## config.mk

```make
export PLATFORM = sky130hd
export DESIGN_NAME = clarke_inverse_axis_flat
export DESIGN_NICKNAME = d
export VERILOG_FILES = /design/src/rtl/clarke_inverse_axis_if.sv /design/src/rtl/clarke_inverse_axis.sv /design/src/flat_wrapper.sv
export SDC_FILE = /design/constraint.sdc
export NUM_CORES = 1
export LEC_CHECK = 0
export ABC_CLOCK_PERIOD_IN_PS = 7700
export BUFFER_PORTS_ARGS = -buffer_cell sky130_fd_sc_hd__buf_2
export CORE_MARGIN = 5
export CORE_UTILIZATION = 40
export CTS_BUF_LIST = sky130_fd_sc_hd__clkbuf_2 sky130_fd_sc_hd__clkbuf_4 sky130_fd_sc_hd__clkbuf_8
export CTS_CLUSTER_DIAMETER = 200
export DETAILED_ROUTE_END_ITERATION = 12
export SLEW_MARGIN = 20
export SYNTH_ARGS = -nofsm -noshare
export SYNTH_HDL_FRONTEND = slang
export SYNTH_SLANG_ARGS = --single-unit
```

## constraint.sdc

```tcl
create_clock -name clk -period 7.7 [get_ports clk]
set_input_delay 0.385 -clock clk [delete_from_list [all_inputs] [get_ports clk]]
set_output_delay 0.385 -clock clk [all_outputs]
set_load 0.01 [all_outputs]
```

## src/rtl/clarke_inverse_axis_if.sv

```systemverilog
`default_nettype none
// ============================================================================
//  Module   : clarke_inverse_axis_if
//  Brief    : AXI-stream style bus (tdata/tvalid/tready) for the inverse Clarke stage.
//  Revision : 1.0 - initial release
// ============================================================================
interface clarke_inverse_axis_if #(
    parameter int WIDTH = 64
) ();
    logic [WIDTH-1:0] tdata;
    logic             tvalid;
    logic             tready;

    modport master (output tdata, output tvalid, input  tready);
    modport slave  (input  tdata, input  tvalid, output tready);
endinterface
`default_nettype wire

```

## src/rtl/clarke_inverse_axis.sv

```systemverilog
`default_nettype none
// ============================================================================
//  Module   : clarke_inverse_axis
//  Brief    : Handshaked inverse Clarke (alpha/beta -> a/b/c), 3-cycle latency.
//             Define CLARKE_INV_SAT_EN to clip Vb/Vc and count saturated beats.
//  Revision : 1.0 - initial release
// ============================================================================
module clarke_inverse_axis #(
    parameter int DATA_W = 16,
    parameter int COEF   = 28378,
    parameter int COEF_W = 16,
    parameter int FRAC   = 15,
    parameter int CNT_W  = 16
) (
    input  logic                 clk,
    input  logic                 rst,
    clarke_inverse_axis_if.slave  s_axis,
    clarke_inverse_axis_if.master m_axis,
    input  logic                 sat_clr,
    output logic [CNT_W-1:0]     sat_cnt
);
    localparam int c_P_W = DATA_W + COEF_W + 1;
    localparam int c_R_W = DATA_W + 2;
    localparam logic signed [COEF_W:0]     c_COEF    = {1'b0, COEF_W'(COEF)};
    localparam logic signed [c_P_W-1:0]    c_HALF    = c_P_W'(1) << (FRAC - 1);
    localparam logic signed [DATA_W-1:0]   c_MAX     = {1'b0, {(DATA_W-1){1'b1}}};
    localparam logic signed [DATA_W-1:0]   c_MIN     = {1'b1, {(DATA_W-1){1'b0}}};
    localparam logic signed [c_R_W-1:0]    c_MAX_EXT = c_R_W'(c_MAX);
    localparam logic signed [c_R_W-1:0]    c_MIN_EXT = c_R_W'(c_MIN);

    logic                     w_adv;
    logic                     w_s_ready;

    logic                     r_s1_valid;
    logic signed [DATA_W-1:0] r_s1_alpha;
    logic signed [DATA_W-1:0] r_s1_beta;
    logic        [DATA_W-1:0] r_s1_theta;

    logic                     r_s2_valid;
    logic signed [c_P_W-1:0]  r_s2_p;
    logic signed [DATA_W-1:0] r_s2_alpha;
    logic        [DATA_W-1:0] r_s2_theta;

    logic                     r_s3_valid;
    logic signed [c_R_W-1:0]  r_s3_s;
    logic signed [DATA_W-1:0] r_s3_h;
    logic signed [DATA_W-1:0] r_s3_alpha;
    logic        [DATA_W-1:0] r_s3_theta;

    logic                     r_out_valid;
    logic [4*DATA_W-1:0]      r_out_data;
    logic [CNT_W-1:0]         r_sat_cnt;

    logic signed [c_P_W-1:0]  w_prod;
    logic signed [c_P_W-1:0]  w_p_rnd;
    logic signed [c_P_W-1:0]  w_s_full;
    logic signed [c_R_W-1:0]  w_h_ext;
    logic signed [c_R_W-1:0]  w_vb;
    logic signed [c_R_W-1:0]  w_vc;
    logic        [DATA_W-1:0] w_vb_out;
    logic        [DATA_W-1:0] w_vc_out;
    logic                     w_sat_evt;
    logic                     w_unused_bits;

    // Whole pipeline advances in lockstep; ready is combinational from the output side.
    assign w_adv         = !r_out_valid | m_axis.tready;
    assign w_s_ready     = w_adv & !rst;
    assign s_axis.tready = w_s_ready;
    assign m_axis.tvalid = r_out_valid;
    assign m_axis.tdata  = r_out_data;
    assign sat_cnt       = r_sat_cnt;

    assign w_prod   = r_s1_beta * c_COEF;
    assign w_p_rnd  = r_s2_p + c_HALF;
    assign w_s_full = w_p_rnd >>> FRAC;
    assign w_h_ext  = c_R_W'(r_s3_h);
    assign w_vb     = r_s3_s - w_h_ext;
    assign w_vc     = -r_s3_s - w_h_ext;

`ifdef CLARKE_INV_SAT_EN
    logic w_ovf_b;
    logic w_ovf_c;
    assign w_ovf_b   = (w_vb > c_MAX_EXT) || (w_vb < c_MIN_EXT);
    assign w_ovf_c   = (w_vc > c_MAX_EXT) || (w_vc < c_MIN_EXT);
    assign w_vb_out  = w_ovf_b ? (w_vb[c_R_W-1] ? c_MIN : c_MAX) : w_vb[DATA_W-1:0];
    assign w_vc_out  = w_ovf_c ? (w_vc[c_R_W-1] ? c_MIN : c_MAX) : w_vc[DATA_W-1:0];
    assign w_sat_evt = w_adv & r_s3_valid & (w_ovf_b | w_ovf_c);
    assign w_unused_bits = ^{s_axis.tdata[4*DATA_W-1:3*DATA_W], w_s_full[c_P_W-1:c_R_W]};
`else
    assign w_vb_out  = w_vb[DATA_W-1:0];
    assign w_vc_out  = w_vc[DATA_W-1:0];
    assign w_sat_evt = 1'b0;
    assign w_unused_bits = ^{s_axis.tdata[4*DATA_W-1:3*DATA_W], w_s_full[c_P_W-1:c_R_W],
                             w_vb[c_R_W-1:DATA_W], w_vc[c_R_W-1:DATA_W]};
`endif

    always_ff @(posedge clk or posedge rst) begin
        if (rst) begin
            r_s1_valid  <= 1'b0;
            r_s1_alpha  <= '0;
            r_s1_beta   <= '0;
            r_s1_theta  <= '0;
            r_s2_valid  <= 1'b0;
            r_s2_p      <= '0;
            r_s2_alpha  <= '0;
            r_s2_theta  <= '0;
            r_s3_valid  <= 1'b0;
            r_s3_s      <= '0;
            r_s3_h      <= '0;
            r_s3_alpha  <= '0;
            r_s3_theta  <= '0;
            r_out_valid <= 1'b0;
            r_out_data  <= '0;
        end else if (w_adv) begin
            r_s1_valid  <= s_axis.tvalid & w_s_ready;
            r_s1_alpha  <= s_axis.tdata[DATA_W-1:0];
            r_s1_beta   <= s_axis.tdata[2*DATA_W-1:DATA_W];
            r_s1_theta  <= s_axis.tdata[3*DATA_W-1:2*DATA_W];
            r_s2_valid  <= r_s1_valid;
            r_s2_p      <= w_prod;
            r_s2_alpha  <= r_s1_alpha;
            r_s2_theta  <= r_s1_theta;
            r_s3_valid  <= r_s2_valid;
            r_s3_s      <= w_s_full[c_R_W-1:0];
            r_s3_h      <= r_s2_alpha >>> 1;
            r_s3_alpha  <= r_s2_alpha;
            r_s3_theta  <= r_s2_theta;
            r_out_valid <= r_s3_valid;
            r_out_data  <= {r_s3_theta, w_vc_out, w_vb_out, r_s3_alpha};
        end
    end

    // Clear wins over a same-edge increment; the count saturates at all-ones.
    always_ff @(posedge clk or posedge rst) begin
        if (rst) begin
            r_sat_cnt <= '0;
        end else if (sat_clr) begin
            r_sat_cnt <= '0;
        end else if (w_sat_evt && (r_sat_cnt != {CNT_W{1'b1}})) begin
            r_sat_cnt <= r_sat_cnt + 1'b1;
        end
    end
endmodule
`default_nettype wire

```

## src/flat_wrapper.sv

```systemverilog
// flat-port wrapper written by rule: the top's interface ports become plain ports
module clarke_inverse_axis_flat 
#(
    parameter int DATA_W = 16,
    parameter int COEF   = 28378,
    parameter int COEF_W = 16,
    parameter int FRAC   = 15,
    parameter int CNT_W  = 16
)
  (clk, rst, sat_clr, sat_cnt, s_axis_tdata, s_axis_tvalid, s_axis_tready, m_axis_tdata, m_axis_tvalid, m_axis_tready);
  clarke_inverse_axis_if #(.WIDTH(4*(16))) s_axis_i ();
  clarke_inverse_axis_if #(.WIDTH(4*(16))) m_axis_i ();
  input  logic clk;
  input  logic rst;
  input  logic sat_clr;
  output logic [CNT_W-1:0] sat_cnt;
  input wire logic [$bits(s_axis_i.tdata)-1:0] s_axis_tdata;
  input wire logic [$bits(s_axis_i.tvalid)-1:0] s_axis_tvalid;
  output wire logic [$bits(s_axis_i.tready)-1:0] s_axis_tready;
  output wire logic [$bits(m_axis_i.tdata)-1:0] m_axis_tdata;
  output wire logic [$bits(m_axis_i.tvalid)-1:0] m_axis_tvalid;
  input wire logic [$bits(m_axis_i.tready)-1:0] m_axis_tready;
  assign s_axis_i.tdata = s_axis_tdata;
  assign s_axis_i.tvalid = s_axis_tvalid;
  assign s_axis_tready = s_axis_i.tready;
  assign m_axis_tdata = m_axis_i.tdata;
  assign m_axis_tvalid = m_axis_i.tvalid;
  assign m_axis_i.tready = m_axis_tready;
  clarke_inverse_axis #(.DATA_W(DATA_W), .COEF(COEF), .COEF_W(COEF_W), .FRAC(FRAC), .CNT_W(CNT_W)) u_core (.clk(clk), .rst(rst), .s_axis(s_axis_i), .m_axis(m_axis_i), .sat_clr(sat_clr), .sat_cnt(sat_cnt));
endmodule
```

==> results by group <==
Logic synthesis
  – Post-synth top flop: dfrtp_1
  – FFs w/ async S/R, synth: 100%
  – Number of flops mapped to enable cells by yosys: 0
  – Sequential area share after synthesis: between 30% and 40%
  – Synthesized instance count: 1,624
  – Syn. warnings: 0
  – Number of synthesized register bits: 212
  – Synth Area per Inst: 9.21 sq um
  – Number of distinct library cells after synthesis: 65
  – Cell Area, Synth: 15,000 sq um

Worst setup path
  – Required @ worst endpoint: 8.11 ns
  – Worst Setup End Kind: flop
  – WP data arrival: 6.39 ns
  – Crit Path Category: flop to flop
  – Crit path from: u_core.r_s1_beta[15]
  – Worst-path fanout max: 16
  – Worst r2r src: u_core.r_s1_beta[15]
  – CP startpoint kind: flop

Layout
  – Non-Filler Instances: 2,232
  – Fin nets: ~2,100
  – # fillers: roughly 3,600
  – Share of post-route cells with drive strength above 1: 12.2%
  – ANT cells: 0
  – Layout area overhead: 12.4%
  – Fin util: 45.7%

Global route
  – Initial antenna violation count: 0
  – GRT overflow: 0
  – GRT Util Overall: 15.5%
  – Pin count of the biggest net entering global routing: slightly below 200
  – Vias in the first global route: 10,794
  – First-pass GRT wire length: 53,500 um

Floorplanning
  – Die X: between 200 and 250 um
  – Starting Density: 40.7%
  – Core Box Area: 36,800 sq um
  – I/O pins: 151
  – FP Rows: 70
  – Die area: 41,400 sq um
  – Die height: 203 um

Routing
  – DRC Markers: 0
  – ANT nets after route: 0
  – Vias: 10,537
  – WL met2: 15,000 um
  – Initial DRC count: between 300 and 400
  – WL/cell: 14.2 um
  – Met1 wire length: 14,800 um
  – DR WL met3: 1370 um
  – WL final: between 30,000 and 40,000 um
  – TritonRoute pass-1 iters: 4
  – Max Used Layer: met4
  – Vias/cell: 4.72

Clock network
  – CTS tree: built
  – # hold bufs at CTS: 5
  – Skew-Pair Late Insertion Delay: 0.54 ns
  – Post-CTS Setup Bufs: 0
  – Num CTS Buffers: 39
  – CTS sink cnt: 212
  – CTS root buf: clkbuf_8
  – Longest Clk Path Bufs: 3
  – H-tree depth: 2
  – Post-cts sizing count: 0
  – Clk pin slew, worst setup/hold paths: 0.07 ns

Timing
  – Final hold vios: 0
  – Setup TNS: 0 ns
  – Tcrit/Tclk final: between 70 and 80%
  – Unrepaired setup endpoints after global routing: no
  – Max-slew headroom: 39.8%
  – Pins Over Slew Limit: 0
  – Worst Skew: 0.0266 ns
  – Measured slew at the worst slew-check pin: 0.903 ns
  – Max Freq: 0.167 GHz
  – Final WS setup: roughly 1.7 ns
  – Fin crit period: roughly 6.0 ns
  – Final setup vio count: 0

Placement
  – Final HPWL DP: 24,200 um
  – Post-Place Cells: around 2,200
  – Placement Setup Slack: 1.68 ns
  – # port buffers: 117
  – RD Place Congestion: 0.876

Status
  – Status: completed

Worst hold path
  – Hold Startpoint: s_axis_tdata[18]
  – Hold Crit Class: input pin to flop

Run
  – Max cap viols: 0
-- stage by stage --
stage | cell area [sq um] | hold WS (ns)
after detailed placement | 15900 | 0.447
after global placement | 15900 | 0.446
final | 16800 | 0.0465
after global routing | 16800 | 0.0238
after CTS | 16800 | 0.000283
after floorplan | 15000 | 0.430
-- state kept, by name, indices dropped and copies added, names as in the netlist --
register / cells
u_core.r_s2_valid: 1
u_core.r_s3_alpha: 16
u_core.r_s1_alpha: 16
u_core.r_s2_p: 17
u_core.m_axis.tvalid: 1
u_core.r_s1_valid: 1
u_core.r_s3_theta: 16
u_core.r_s3_valid: 1
u_core.m_axis.tdata: 63
u_core.r_s3_s: 16
u_core.r_s2_alpha: 16
u_core.r_s2_theta: 16
u_core.r_s1_theta: 16
u_core.r_s1_beta: 16
-- metal layers --
layer,vias to the layer above,GRT usage (%)
li1,5364,-
met1,4952,21.0
met2,179,26.0
met3,42,2.81
met4,0,3.57
met5,-,0
-- cells in the mapped netlist, types with 3 or more instances --
| cell type | n | share of area [%] |
|---|---|---|
| nor2b_1 | 8 | 0.33 |
| a211oi_1 | 10 | 0.50 |
| a21o_1 | 12 | 0.60 |
| a211oi_2 | 3 | 0.25 |
| o21ai_1 | 7 | 0.23 |
| a31oi_1 | 6 | 0.25 |
| nand4_1 | 4 | 0.17 |
| nand2_1 | 442 | 11 |
| ha_1 | 148 | 12 |
| a21oi_1 | 44 | 1.5 |
| a2111oi_2 | 3 | 0.30 |
| o21ai_0 | 81 | 2.7 |
| buf_1 | 8 | 0.20 |
| nor3_1 | 20 | 0.67 |
| o21bai_1 | 3 | 0.15 |
| nor2_1 | 56 | 1.4 |
| and3_1 | 10 | 0.42 |
| o21a_1 | 6 | 0.30 |
| dfrtp_1 | 212 | 35 |
| xnor2_1 | 24 | 1.4 |
| fa_1 | 117 | 16 |
| o211a_1 | 3 | 0.20 |
| nand3_1 | 14 | 0.47 |
| nand2b_1 | 4 | 0.17 |
| and2_1 | 4 | 0.17 |
| clkbuf_1 | 42 | 1.1 |
| inv_1 | 230 | 5.8 |
| xor2_1 | 31 | 1.8 |
| buf_4 | 17 | 0.85 |
| nor4_1 | 4 | 0.17 |
-- worst paths after layout --
path | endpoint | cells after the start | slack (ns)
max in group asynchronous | u_core.m_axis.tdata[37] | 4 | 5.87
worst max-delay path | u_core.r_s2_p[30] | 17 | 1.72
min in group asynchronous | u_core.r_s1_theta[5] | 3 | 0.53
worst max register to register | u_core.r_s2_p[30] | 17 | 1.72
worst min-delay path | u_core.r_s1_beta[2] | 3 | 0.05
worst min register to register | u_core.m_axis.tvalid | 1 | 0.45
-- cell families after synthesis --
group	after synthesis	synth area share [%]
adder cells (fa/ha/maj)	265	28.0
multiplexers	2	0.142
XOR/XNOR	55	3.22
buffers and inverters	298	7.91
flip-flops	212	35.5
other	1	0.0251
AO/OA/AOI/OAI	211	9.47
AND/OR/NAND/NOR	580	15.8
-- cell type report --
cell class | instances | area (sq um) | share of cell area, %
clock buffer | 63 | 786 | 4.67
clock inverter | 3 | 45.0 | 0.268
inverter | 230 | 871 | 5.18
multi-input combinational | 1129 | 8550 | 50.8
sequential | 212 | 5310 | 31.5
tap | 468 | 586 | 3.48
timing repair buffer | 127 | 686 | 4.08
-- cell usage in the layout, fill, tap and decap left out, types with 3 or more instances in the layout --
| cell type | netlist | routed |
|---|---|---|
| a2111oi_2 | 3 | 3 |
| a211oi_1 | 10 | 10 |
| a211oi_2 | 3 | 3 |
| a21o_1 | 12 | 12 |
| a21oi_1 | 44 | 44 |
| a31oi_1 | 6 | 6 |
| and2_1 | 4 | 4 |
| and3_1 | 10 | 10 |
| buf_2 | 1 | 117 |
| buf_4 | 17 | 4 |
| clkbuf_4 | 0 | 13 |
| clkbuf_8 | 0 | 50 |
| conb_1 | 1 | 16 |
| dfrtp_1 | 212 | 212 |
| dlygate4sd3_1 | 0 | 5 |
| fa_1 | 117 | 117 |
| ha_1 | 148 | 148 |
| inv_1 | 230 | 229 |
| nand2_1 | 442 | 442 |
| nand2b_1 | 4 | 3 |
| nand3_1 | 14 | 14 |
| nand4_1 | 4 | 4 |
| nor2_1 | 56 | 56 |
| nor2b_1 | 8 | 7 |
| nor3_1 | 20 | 20 |
| nor4_1 | 4 | 4 |
| o211a_1 | 3 | 3 |
| o21a_1 | 6 | 6 |
| o21ai_0 | 81 | 81 |
| o21ai_1 | 7 | 7 |
| o21bai_1 | 3 | 3 |
| xnor2_1 | 24 | 24 |
| xor2_1 | 31 | 31 |
-- critical path, cell delays in order (launching register included) --
cell	delay, ns
dfrtp_1	0.86
ha_1	0.43
inv_1	0.16
fa_1	0.45
fa_1	0.47
fa_1	0.52
fa_1	0.54
inv_1	0.05
fa_1	0.49
inv_1	0.04
ha_1	0.36
a21oi_1	0.19
o21ai_1	0.14
o41ai_2	0.39
o21a_1	0.23
a41oi_4	0.05
a2111oi_2	0.38
nor3b_1	0.09
Power is left out: the tool's default activity adds up to more than one toggle a clock period on the data nets, which glitch-free logic cannot reach.
